## src/rtl/ex_operand_stage.sv

```systemverilog
// ID/EX operand stage: forwards rs/rt from EX/MEM/WB into the ALU operand registers,
// requests a one-cycle stall on load-use and handles flush/freeze bubbles.
module ex_operand_stage #(
  parameter int         DATA_W     = 16,
  parameter logic [3:0] NOP_OPCODE = 4'b1111
) (
  input  logic              clk,
  input  logic              rst,
  input  logic              id_valid,
  input  logic              id_reg_write,
  input  logic              id_mem_read,
  input  logic              id_mem_write,
  input  logic              id_use_imm,
  input  logic              id_uses_rs,
  input  logic              id_uses_rt,
  input  logic [3:0]        id_opcode,
  input  logic [3:0]        id_rs,
  input  logic [3:0]        id_rt,
  input  logic [3:0]        id_rd,
  input  logic [DATA_W-1:0] id_rs_data,
  input  logic [DATA_W-1:0] id_rt_data,
  input  logic [DATA_W-1:0] id_imm,
  input  logic [DATA_W-1:0] alu_result,
  input  logic [DATA_W-1:0] mem_result,
  input  logic [DATA_W-1:0] wb_result,
  input  logic [3:0]        mem_rd,
  input  logic [3:0]        wb_rd,
  input  logic              mem_reg_write,
  input  logic              wb_reg_write,
  input  logic              flush,
  input  logic              freeze,
  output logic [3:0]        ex_opcode,
  output logic [DATA_W-1:0] ex_input1,
  output logic [DATA_W-1:0] ex_input2,
  output logic [3:0]        ex_rd,
  output logic              ex_valid,
  output logic              ex_reg_write,
  output logic              ex_mem_read,
  output logic              ex_mem_write,
  output logic              stall_out
);

  logic              vld_p1;
  logic              reg_write_p1;
  logic              mem_read_p1;
  logic              mem_write_p1;
  logic [3:0]        opcode_p1;
  logic [3:0]        rd_p1;
  logic [DATA_W-1:0] input1_p1;
  logic [DATA_W-1:0] input2_p1;

  logic              load_use;
  logic [DATA_W-1:0] rs_fwd;
  logic [DATA_W-1:0] rt_fwd;

  // A load in EX has no result yet, so it is excluded from EX forwarding and stalls instead.
  function automatic logic [DATA_W-1:0] fwd_sel(
    input logic [3:0]        src,
    input logic [DATA_W-1:0] rf_data,
    input logic              ex_hit_ok,
    input logic [3:0]        ex_dst,
    input logic [DATA_W-1:0] ex_data,
    input logic              mem_we,
    input logic [3:0]        mem_dst,
    input logic [DATA_W-1:0] mem_data,
    input logic              wb_we,
    input logic [3:0]        wb_dst,
    input logic [DATA_W-1:0] wb_data
  );
    logic [DATA_W-1:0] sel;
    sel = rf_data;
    if (src != 4'd0) begin
      if (ex_hit_ok && ex_dst == src)       sel = ex_data;
      else if (mem_we && mem_dst == src)    sel = mem_data;
      else if (wb_we && wb_dst == src)      sel = wb_data;
    end
    return sel;
  endfunction

  // ID side: forwarding muxes and hazard detection against the instruction held in EX
  always_comb begin
    rs_fwd = fwd_sel(id_rs, id_rs_data, vld_p1 & reg_write_p1 & ~mem_read_p1, rd_p1,
                     alu_result, mem_reg_write, mem_rd, mem_result,
                     wb_reg_write, wb_rd, wb_result);
    rt_fwd = fwd_sel(id_rt, id_rt_data, vld_p1 & reg_write_p1 & ~mem_read_p1, rd_p1,
                     alu_result, mem_reg_write, mem_rd, mem_result,
                     wb_reg_write, wb_rd, wb_result);
    load_use = vld_p1 & mem_read_p1 & (rd_p1 != 4'd0) & id_valid &
               ((id_uses_rs & (id_rs == rd_p1)) | (id_uses_rt & (id_rt == rd_p1)));
  end

  assign stall_out = load_use & ~flush;

  // ID -> EX register boundary
  always_ff @(posedge clk) begin
    if (rst || flush || (!freeze && (load_use || !id_valid))) begin
      vld_p1       <= 1'b0;
      reg_write_p1 <= 1'b0;
      mem_read_p1  <= 1'b0;
      mem_write_p1 <= 1'b0;
      opcode_p1    <= NOP_OPCODE;
      rd_p1        <= 4'd0;
      input1_p1    <= '0;
      input2_p1    <= '0;
    end else if (!freeze) begin
      vld_p1       <= 1'b1;
      reg_write_p1 <= id_reg_write;
      mem_read_p1  <= id_mem_read;
      mem_write_p1 <= id_mem_write;
      opcode_p1    <= id_opcode;
      rd_p1        <= id_rd;
      input1_p1    <= rs_fwd;
      input2_p1    <= id_use_imm ? id_imm : rt_fwd;
    end
  end

  assign ex_valid     = vld_p1;
  assign ex_reg_write = reg_write_p1;
  assign ex_mem_read  = mem_read_p1;
  assign ex_mem_write = mem_write_p1;
  assign ex_opcode    = opcode_p1;
  assign ex_rd        = rd_p1;
  assign ex_input1    = input1_p1;
  assign ex_input2    = input2_p1;

endmodule

```

## config.mk

```make
export PLATFORM = sky130hd
export DESIGN_NAME = ex_operand_stage
export DESIGN_NICKNAME = d
export VERILOG_FILES = /design/src/rtl/ex_operand_stage.sv
export SDC_FILE = /design/constraint.sdc
export NUM_CORES = 1
export LEC_CHECK = 0
export ABC_CLOCK_PERIOD_IN_PS = 2740
export CAP_MARGIN = 20
export CORE_ASPECT_RATIO = 1.4
export CORE_MARGIN = 2
export CORE_UTILIZATION = 40
export CTS_CLUSTER_SIZE = 40
export DETAILED_ROUTE_END_ITERATION = 7
export GPL_TIMING_DRIVEN = 0
export HOLD_SLACK_MARGIN = 0.06
export PLACE_DENSITY_LB_ADDON = 0.15
export SYNTH_ARGS = -nofsm -noshare
export SYNTH_HDL_FRONTEND = slang
export SYNTH_SLANG_ARGS = --single-unit
```

## constraint.sdc

```tcl
create_clock -name clk -period 2.74 [get_ports clk]
set_clock_uncertainty 0.2 [all_clocks]
set_input_delay 0.548 -clock clk [delete_from_list [all_inputs] [get_ports clk]]
set_output_delay 0.548 -clock clk [all_outputs]
set_load 0.05 [all_outputs]
```

# Word level (Yosys, flattened, before mapping)
# Index checks and enable logic that the tools add are counted.
# word_totals
inputBits	133
regBits	44
word_cells	52
output_inout_bits	45
# classes
n_reduce_logical	15
n_eq_ne	8
muxes	9
bitwise_logic	12
# op_table
op	n
16-bit 2-to-1 mux	9
4-bit equality test	8
4-bit nonzero test	3
1-bit AND	9
1-bit logical AND	7
1-bit logical OR	3
1-bit zero test	2
1-bit inverter	2
1-bit OR	1

# Longest topological paths before layout
# depth
depth_word	7
depth_mapped	7
ltp_nobuf	5

# Least setup slack after synthesis
# OpenSTA, ideal clock, no wires.
# synth_path
path_kind	register to output
startpoint	reg rd_p1[1] (netlist: ex_rd[1])
endpoint	out stall_out
setup_slack_ns	-0.344
arrival_time_ns	2.336
path_stages_with_launch	6
t_required_ns	1.992
n_path_buf	1
cell_sequence	dfxtp_1 xor2_1 nor4_4 a32oi_4 buf_2 nor2_1
# synth_via
elab_chain_cells	5
word_cells_on_any_way	10
cone_classes	eq/ne: 2; bitwise: 7; reduce/logical: 1
# synth_rtl
element	line	source
from (decl)	48	logic [3:0] rd_p1;
from (signal assigned)	111	rd_p1 <= id_rd;
4-bit equality test / 4-bit nonzero test (equally long branches)	89, 88	
1-bit AND, on equally long branches	89, 88	
1-bit OR / 1-bit AND (equally long branches)	89, 88	
1-bit AND *	88	load_use = vld_p1 & mem_read_p1 & (rd_p1 != 4'd0) & id_valid &
1-bit AND *	92	assign stall_out = load_use & ~flush;
to (decl)	40	output logic stall_out
# Mark *: on every way between the ends. The rest lies on a longest branch, timed or not.

# Worst setup path in the final report
# layout_path
startpoint	in id_rs[1]
endpoint	out stall_out
# layout_via
elab_chain_cells	5
# layout_rtl
element	line	source
from (decl)	17	input logic [3:0] id_rs,
4-bit equality test	89	((id_uses_rs & (id_rs == rd_p1)) | (id_uses_rt & (id_rt == rd_p1)));
1-bit AND	89	
1-bit OR	89	
1-bit AND	88	
1-bit AND	92	
# Every way passes these cells.

==> impl_metrics.toml <==
[clock_tree]
hold_buffers = 0
cts.sinks = 44
cts_max_path_buffers = 2
cts_root_buf = "clkbuf_16"
clock_latency_ns = 0.29
clk_pin_slew_ns = 0.06
cts_tree = "built"
cts_buffers = 5
h-tree-depth = 2

[sta]
setup_viol = 0
worst_pin_slew_ns = 0.595
fin_crit_sh_pct = 97.8
slew_headroom_pct = 60.4
max_freq_ghz = 0.373
final.min_clock_period_ns = 2.68
rsz0062_at_grt = "false"
worst_slack_ns = 0.0605
hold_violations = 0
tns_ns = 0
drv_slew = 0

[grt]
grt_pass1_wl_um = 24700
grt_pass1_vias = 4881
grt_max_degree = 14
grt_use_total_pct = 31.4
grt-ovfl-total = 0
antenna_found_initial = 0

[final_layout]
fin_nets = 779
final_core_util_pct = 65.1
syn2layout_area_growth_pct = 58.3
diodes = 0
final_area_um2 = 5880
final_common_cell = "clkdlybuf4s50_1"
final_layout_size_suffix_gt1_share_pct = 10.2
final_cell_mix = "clkdlybuf4s50_1, nor2_1, dfxtp_1, a211oi_1"

[synth]
yosys_warnings = 0
syn_area_um2 = 3720
async_flop_share_pct = 0
synth_cell_types = 44
ys_ff_latch = 44
synthesis.nets = 593
synth_cells = 460
syn-mean-instance-area_um2 = 8.08
synth_edf_count = 0
ys_seq_area_share_pct = 23.7
synth_ff_type = "dfxtp_1"

[critical_path]
slowest_stage = "nor4_4"
crit_chain = "dlygate4sd2_1 -> xor2_1 -> nor4_4 -> a32oi_4 -> buf_6 -> nor2_2 -> buf_6"
ff2ff_setup_slack_ns = 0.32
path_common_cell = "buf_6"
cp_top_family = "buffers and inverters"
required_ns = 1.99
worstSetupStartpoint = "id_rs[1]"
setup.worst_path.start_class = "input pin"
timing.rr.start = "ex_rd[2]$_SDFFE_PP0N_"
reg2reg_depth = 8
regToRegEndpoint = "ex_rd[3]$_SDFFE_PP0N_"
slowest_delay_ns = 0.38
worstPathArrival_ns = 1.93
crit_fanout = 4
worst_setup_path_end_kind = "output pin"
crit_buf_inv = 3
critical_path_class = "input pin to output pin"

[pwr]
p_leak_nw = 2.04
p_per_area_nw_per_um2 = 369
p_total_w = 0.00217
ir_drop_v = 0.000261

[routing]
vias = 4641
antenna_left = 0
wire_per_inst_um = 21.8
drt_iter0_markers = 332
drtPass1Iterations = 5
vias_per_cell = 6.16
drt_wl_total_um = 16400
drc = 0

[hold_path]
hold_path_end = "ex_opcode[2]$_SDFFE_PP1N_"
hold_start = "ex_opcode[2]$_SDFFE_PP1N_"
hold_class = "flop to flop"
min_path_cells = 1

[status]
run_status = "finished clean"

[flow_run]
drv_cap = 0

[floorplanning]
die-area_um2 = 10100
die_w_um = 85.5
coreArea_um2 = 9030
io_pins = 178
initial_core_util_pct = 41.2
num_rows = 41
die-height_um = 118

[place]
pre_cts_ws_ns = -1.25
port_buffers = 176
gp_congestion = 0.948
place_area_um2 = 5620
dp.final_hpwl_um = 13100
[per-stage QoR]
step / hold WS [ns] / cells
2_1_floorplan: 0.458 / 460
3_3_place_gp: 0.250 / 743
3_5_place_dp: 0.263 / 743
4_1_cts: 0.278 / 755
5_1_grt: 0.305 / 754
6_report: 0.275 / 754
[sequential cells by signal, summed over array words and instances (netlist names)]
register / cells
ex_input1: 16
ex_input2: 16
ex_opcode: 4
ex_rd: 4
ex_mem_read: 1
ex_mem_write: 1
ex_reg_write: 1
ex_valid: 1
[worst max-delay path by stage]
stage                           end  depth (start not counted)
after CTS                 stall_out                          7
after detailed placement  stall_out                          7
after floorplan           stall_out                          5
final                     stall_out                          7
after global routing      stall_out                          7
after global placement    stall_out                          7
[synthesized netlist by cell type, drive strengths merged, types with 4 or more instances]
library cell	instances	share of area (%)
a211oi	48	11
dfxtp	44	24
nor2	43	4.3
a21boi	32	6.5
clkbuf	32	3.3
nand3b	32	6.5
o311ai	32	7.5
nand2	20	2.0
a21oi	17	2.3
a31oi	17	3.3
and3	17	2.9
nand2b	17	2.9
a221oi	16	3.8
o22ai	16	2.7
xor2	14	3.3
buf	13	2.1
xnor2	10	2.4
mux2i	7	1.9
and2	6	1.1
nor4	5	1.6
a211o	4	0.94
nor2b	4	0.67
[metal layers]
layer / GRT usage, % / vias up / part of all wire (%)
li1: - / 2156 / -
met1: 32.9 / 2193 / 36
met2: 56.2 / 241 / 50
met3: 5.96 / 51 / 7.4
met4: 19.5 / 0 / 7.0
met5: 0 / - / 0
[power by group]
part	internal [W]	switching (W)	total (W)
registers	0.000666	0.0000234	0.000690
logic	0.000341	0.000389	0.000731
clock network	0.000481	0.000269	0.000750
total	0.00149	0.000682	0.00217
[cell type report]
cell class                      count  area, µm²
Timing Repair Buffer              180       1770
Multi-Input combinational cell    369       2690
Buffer                             44        204
Tap cell                          107        134
Fill cell                         808       3150
Sequential cell                    44        886
Clock buffer                        7        153
Inverter                            2       7.51
Clock inverter                      1       30.0
[what timing repair did]
item,in CTS,in global routing
setup buffers,4,0
endpoints found under the setup margin,31,17
pin swaps,3,1
gates resized for setup,31,21
[kinds of logic (layout without fill, tap and decap cells)]
logic type | Yosys count | after routing | synth area share, %
flip-flops | 44 | 44 | 23.7
multiplexers | 7 | 7 | 1.89
buffers and inverters | 47 | 234 | 5.52
AND/OR/NAND/NOR | 155 | 155 | 24.2
AO/OA/AOI/OAI | 183 | 183 | 39.0
XOR/XNOR | 24 | 24 | 5.66
No activity file was read; power rests on OpenSTA's default activity.
